File: config.mk
export PLATFORM = sky130hd
export DESIGN_NAME = audio_dsm_output_multi
export DESIGN_NICKNAME = d
export VERILOG_FILES = /design/src/rtl/audio_dsm_output_multi.sv
export SDC_FILE = /design/constraint.sdc
export NUM_CORES = 1
export LEC_CHECK = 0
export CORE_AREA = 5 5 232 234
export DETAILED_ROUTE_END_ITERATION = 7
export DIE_AREA = 0 0 237 239
export GPL_TIMING_DRIVEN = 0
export PLACE_DENSITY_LB_ADDON = 0.12
export SYNTH_ARGS = -nofsm -noshare
export SYNTH_HDL_FRONTEND = slang
export SYNTH_SLANG_ARGS = --single-unit
File: constraint.sdc
create_clock -name clk -period 3.9 [get_ports clk]
set_input_delay 0.39 -clock clk [delete_from_list [all_inputs] [get_ports clk]]
set_output_delay 0.39 -clock clk [all_outputs]
set_load 0.03 [all_outputs]
File: src/rtl/audio_dsm_output_multi.sv
// N-channel PCM frame FIFO feeding one first-order delta-sigma modulator per channel.
// Frames are popped once per programmable sample period; the FIFO read path is registered.
module audio_dsm_output_multi #(
  parameter int CHANNELS           = 2,
  parameter int SAMPLE_WIDTH       = 16,
  parameter int FIFO_DEPTH_IN_BITS = 4,
  parameter int DIVIDER_WIDTH      = 16,
  parameter int SIGNED_INPUT       = 0,
  parameter int UNDERRUN_MUTE      = 0
) (
  input  logic                               clk,
  input  logic                               reset,
  input  logic [CHANNELS*SAMPLE_WIDTH-1:0]   data,
  input  logic                               valid,
  output logic                               ready,
  input  logic [DIVIDER_WIDTH-1:0]           clock_divider,
  input  logic                               enable,
  output logic [FIFO_DEPTH_IN_BITS:0]        fifo_level,
  output logic                               underrun,
  input  logic                               underrun_clear,
  output logic [CHANNELS-1:0]                dsm_out
);

  localparam int FRAME_W = CHANNELS * SAMPLE_WIDTH;
  localparam int DEPTH   = 1 << FIFO_DEPTH_IN_BITS;
  localparam logic [FIFO_DEPTH_IN_BITS:0] FULL     = {1'b1, {FIFO_DEPTH_IN_BITS{1'b0}}};
  localparam logic [SAMPLE_WIDTH-1:0]     MIDSCALE = {1'b1, {(SAMPLE_WIDTH-1){1'b0}}};

  function automatic logic [SAMPLE_WIDTH-1:0] to_offset_binary(input logic [SAMPLE_WIDTH-1:0] s);
    if (SIGNED_INPUT != 0) return {~s[SAMPLE_WIDTH-1], s[SAMPLE_WIDTH-2:0]};
    return s;
  endfunction

  logic [FRAME_W-1:0]            mem [DEPTH];
  logic [FIFO_DEPTH_IN_BITS-1:0] wr_ptr;
  logic [FIFO_DEPTH_IN_BITS-1:0] rd_ptr;
  logic [DIVIDER_WIDTH-1:0]      period_cnt;

  logic tick_p0;
  logic push_p0;
  logic pop_p0;
  logic starve_p0;

  logic [FRAME_W-1:0]      rd_frame_p1;
  logic                    vld_p1;
  logic                    starve_p1;

  logic [SAMPLE_WIDTH-1:0] sample_p2 [CHANNELS];
  logic [SAMPLE_WIDTH:0]   acc_p2    [CHANNELS];

  assign ready     = (fifo_level < FULL);
  assign tick_p0   = enable && (period_cnt == '0);
  assign push_p0   = valid && ready;
  assign pop_p0    = tick_p0 && (fifo_level != '0);
  assign starve_p0 = tick_p0 && (fifo_level == '0);

  // stage p0 -> p1: FIFO storage write and registered read of the popped frame
  always_ff @(posedge clk) begin
    if (push_p0) mem[wr_ptr] <= data;
    if (pop_p0)  rd_frame_p1 <= mem[rd_ptr];
  end

  always_ff @(posedge clk or posedge reset) begin
    if (reset) begin
      wr_ptr     <= '0;
      rd_ptr     <= '0;
      fifo_level <= '0;
      period_cnt <= '0;
      underrun   <= 1'b0;
      vld_p1     <= 1'b0;
      starve_p1  <= 1'b0;
    end else begin
      if (push_p0) wr_ptr <= wr_ptr + 1'b1;
      if (pop_p0)  rd_ptr <= rd_ptr + 1'b1;
      case ({push_p0, pop_p0})
        2'b10:   fifo_level <= fifo_level + 1'b1;
        2'b01:   fifo_level <= fifo_level - 1'b1;
        default: fifo_level <= fifo_level;
      endcase
      if (!enable || period_cnt == '0) period_cnt <= clock_divider;
      else                             period_cnt <= period_cnt - 1'b1;
      if (starve_p0)           underrun <= 1'b1;
      else if (underrun_clear) underrun <= 1'b0;
      vld_p1    <= pop_p0;
      starve_p1 <= starve_p0;
    end
  end

  // stage p1 -> p2: sample capture and per-channel first-order modulator
  always_ff @(posedge clk or posedge reset) begin
    if (reset) begin
      for (int c = 0; c < CHANNELS; c++) begin
        sample_p2[c] <= MIDSCALE;
        acc_p2[c]    <= '0;
      end
    end else begin
      for (int c = 0; c < CHANNELS; c++) begin
        acc_p2[c] <= {1'b0, acc_p2[c][SAMPLE_WIDTH-1:0]} + {1'b0, sample_p2[c]};
        if (vld_p1)
          sample_p2[c] <= to_offset_binary(rd_frame_p1[c*SAMPLE_WIDTH +: SAMPLE_WIDTH]);
        else if (starve_p1 && (UNDERRUN_MUTE != 0))
          sample_p2[c] <= MIDSCALE;
      end
    end
  end

  for (genvar c = 0; c < CHANNELS; c++) begin : g_out
    assign dsm_out[c] = acc_p2[c][SAMPLE_WIDTH];
  end

endmodule

==> run summary <==
Headroom to the max-slew limit came out at 0.131. The number of antenna violations at the first check in global routing came out at 3. TritonCTS built the clock tree.

The area enclosed by the die boundary is 56600 um2. The sequential group share of total power is 0.527. The residual overflow from global routing came out at 0.

The number of distinct library cells after synthesis is 61. The total of cells resized after clock tree synthesis is 0. The number of design rule violations left after detail routing came out at 0. The H-tree was split into 3 levels. The peak per-stage delay on the critical path is 600 ps. At the worst endpoint, the arrival time is 4040 ps.

The combinational fraction of design power came out at 0.032. Excluding fillers, the count of instances in the completed layout stands at 2150. The number of I/O port buffers came out at 61. The data required time of the critical path is 4360 ps. Of all cell types, the one taking the most synthesized area is sky130_fd_sc_hd__edfxtp_1. The filler cell count in the final layout is 3828. The reported leakage power is 10.1 nW. The post-route cell area is 29800 um2.

The setup clock skew after layout came out at 14.0 ps. The latest clock arrival within the worst-skew pair came out at 590 ps. The synthesis warning total came out at 0.

For this run, the share of the core covered by cells in the final layout is 0.575. Internal power comes to 11.5 mW. The mapped netlist covers 25400 um2. The signal on the critical path passes through or4_4, nor3_2, nand4b_1, nor2_4, ha_1, inv_1, fa_1, inv_1, a21o_1, a21oi_1, xnor2_1, nor2_1, xnor2_1.

The setup slack of the most critical reg-to-reg path is 320 ps. The kind of cell adding the most delay to the critical path is simple AND/OR/NAND/NOR gates. The instance count after placement with tap cells included is 2024.

The count of flip-flops with a built-in enable after synthesis is 544. The floorplan die width is 237 um. The count of buffering cells on the critical path with inverters included is 2. The via count of the first global-routing pass came out at 13000. The post-detailed-placement cell area is 27600 um2. The most critical setup path has its startpoint at period_cnt[2].

The power per unit of standard cell area came out at 482 nW/um2. The run finished with clean final reports. Of the total power, the share spent switching nets is 0.201. The routability congestion estimate is 0.744.

In the post-synthesis netlist, the biggest area contributors are sky130_fd_sc_hd__edfxtp_1 (64%), sky130_fd_sc_hd__mux4_2 (14%), sky130_fd_sc_hd__dfrtp_1 (9.3%). The area growth from synthesis to layout is 17.0%. The fraction of final layout cells sized beyond drive strength 1 is 0.254. The worst ir drop on vdd is 234 uV. The starting utilization of the core area is 0.491. Once the clock tree was built, the setup fixing pass inserted 0 buffers.

The achievable clock frequency came out at 279 MHz. The cell with the biggest individual delay on the critical path is sky130_fd_sc_hd__nor2_4. STA classifies the critical path startpoint as a register. Setup repair after global routing left no endpoint under its margin. The portion of the clock cycle consumed by the worst path in the final layout came out at 0.918.

The antenna cell count came out at 0. The first global-routing pass estimated 84800 um of wire. The shortest clock period the worst path allows after layout came out at 3580 ps. In the layout the commonest cells are sky130_fd_sc_hd__edfxtp_1 (544), sky130_fd_sc_hd__mux4_2 (160), sky130_fd_sc_hd__dfrtp_1 (95), sky130_fd_sc_hd__clkbuf_16 (71), sky130_fd_sc_hd__clkdlybuf4s50_1 (61). Of the post-synthesis cell area, the dominant cell type holds 0.642. The type of the worst setup path is reg2reg.

The HPWL after detailed placement is 35000 um. The clock share of power is 0.441. Buffers inserted to repair hold after CTS numbered 0. The share of synthesized area occupied by flip-flops and latches is 0.738. In this run the core area contains 84 standard-cell rows. Synthesis produced a netlist whose cell count is 1241. The floorplan core area is 51800 um2. For the final routed database, the setup TNS stands at 0 ps. In this run the worst hold path is classified as in2async. The worst register-to-register path ends at fifo_level[4].

The aggregate global-route resource usage is 0.203. The number of max-cap violations came out at 0. The number of endpoints failing setup at the final stage came out at 0. The maximum count of clock buffers along a single path is 3. The average instance area after synthesis came out at 20.5 um2. The post-detailed-route count of antenna-violating nets came out at 0.

The net count of the finished layout is 1506. The via count is 12500. The detail-routed net length per standard cell is 26.2 um. Entering global routing, the biggest net connects 55 pins. The synthesized flop and latch total came out at 641.

The library cell used most frequently in the layout, excluding fill and tap cells, is sky130_fd_sc_hd__edfxtp_1. The final-report hold violation count was 0. For the worst flop-to-flop path, the logic depth is 13. The net count after synthesis is 1340. The worst setup path is captured at a register.

The clock edge transition at the registers on the reported setup and hold paths is 60 ps. The worst-margin pin slew came out at 1300 ps. The first routing iteration left 1242 violations. The final-report max-slew violation count is 0. The count of pins on the block boundary came out at 62. In this run the worst path has a maximum fanout of 14. The final routed wirelength across all metal layers is 56400 um. In the synthesized netlist the dominant register cell turns out to be sky130_fd_sc_hd__edfxtp_1. The clock root buffer is sky130_fd_sc_hd__clkbuf_16. The iteration count of the initial detailed-routing pass came out at 7. The number of buffers inserted during clock tree synthesis came out at 69.

The launching point of the worst reg2reg path is period_cnt[2]. CTS saw 641 sinks. Dividing the detail-routed via count by the number of cells gives 5.79. The switching power summed over all nets came out at 2.89 mW. The vertical extent of the die came out at 239 um.

The share of async-settable or async-resettable flops after synthesis is 0.151.
==> registers in the layout, indices dropped and copies added (netlist names) <==
| register | flops |
|---|---|
| mem | 512 |
| acc_p2 | 32 |
| rd_frame_p1 | 32 |
| sample_p2 | 32 |
| period_cnt | 16 |
| fifo_level | 5 |
| rd_ptr | 4 |
| wr_ptr | 4 |
| dsm_out | 2 |
| underrun | 1 |
| vld_p1 | 1 |
==> power groups by stage <==
stage	Sequential [mW]	Combinational (mW)	Clock, mW
2_1_floorplan	7.70	0.275	0
3_3_place_gp	7.70	0.441	0
3_5_place_dp	7.71	0.465	0
4_1_cts	7.57	0.466	6.47
5_1_grt	7.57	0.519	6.78
6_report	7.57	0.461	6.33
==> worst max path at each step <==
stage | to | slack, ps | depth (start not counted)
after floorplan | mem[3][0] | 150 | 4
after global placement | mem[3][8] | -3360 | 5
after detailed placement | fifo_level[4] | 300 | 13
after CTS | fifo_level[4] | 280 | 13
after global routing | fifo_level[4] | 70 | 13
final | fifo_level[4] | 320 | 13
==> worst reg2reg max path, cell delays in order (launching register included) <==
cell and delay [ps]:
sky130_fd_sc_hd__dfrtp_1 420, sky130_fd_sc_hd__or4_4 590, sky130_fd_sc_hd__nor3_2 150, sky130_fd_sc_hd__nand4b_1 260
sky130_fd_sc_hd__nor2_4 600, sky130_fd_sc_hd__ha_1 360, sky130_fd_sc_hd__inv_1 100, sky130_fd_sc_hd__fa_1 400
sky130_fd_sc_hd__inv_1 70, sky130_fd_sc_hd__a21o_1 110, sky130_fd_sc_hd__a21oi_1 70, sky130_fd_sc_hd__xnor2_1 130
sky130_fd_sc_hd__nor2_1 70, sky130_fd_sc_hd__xnor2_1 130
==> metal layers <==
layer | vias up | global-route usage | wire [um]
met1 | 6610 | 0.291 | 24900
met3 | 83 | 0.0365 | 3020
met5 | - | 0 | 33
met2 | 361 | 0.331 | 27500
met4 | 6 | 0.0513 | 927
li1 | 5391 | - | -
==> per-stage QoR <==
stage | power, mW | hold slack (ps) | worst slack (ps)
after floorplan | 7.97 | 443 | 150
after global placement | 8.15 | 454 | -3360
after detailed placement | 8.17 | 460 | 299
after CTS | 14.5 | 236 | 276
after global routing | 14.9 | 290 | 66.7
final | 14.4 | 241 | 320
==> synth_stat cells (all sizes together) (3+ instances only) <==
master,instances
edfxtp,544
mux4,160
dfrtp,95
nand2,46
ha,43
xnor2,35
mux2,33
o21ai,33
buf,32
nor2,28
a21oi,27
clkbuf,24
inv,19
a21o,17
xor2,16
nor3,15
nand3,6
nor4,6
a31oi,5
nand4,5
nand2b,4
a211oi,3
fa,3
nand3b,3
nor2b,3
nor3b,3
o21a,3
==> cell type report <==
class | instances | area [um2] | share of cell area
Timing Repair Buffer | 95 | 1150 | 0.0385
Multi-Input combinational cell | 525 | 6480 | 0.218
Tap cell | 688 | 861 | 0.0289
Sequential cell | 641 | 18800 | 0.630
Buffer | 56 | 240 | 0.00807
Inverter | 19 | 73.8 | 0.00248
Clock inverter | 29 | 256 | 0.00862
Clock buffer | 97 | 1940 | 0.0653
==> kinds of logic after synthesis <==
family          count (synthesis)  share of synthesized area
flops                         641                      0.738
fa+ha+maj                      46                     0.0235
mux                           195                      0.157
compound gates                104                     0.0260
xor+xnor                       51                     0.0176
simple gates                  129                     0.0260
buf+inv                        75                     0.0122
Note: power is estimated with default switching activity, not from simulation.
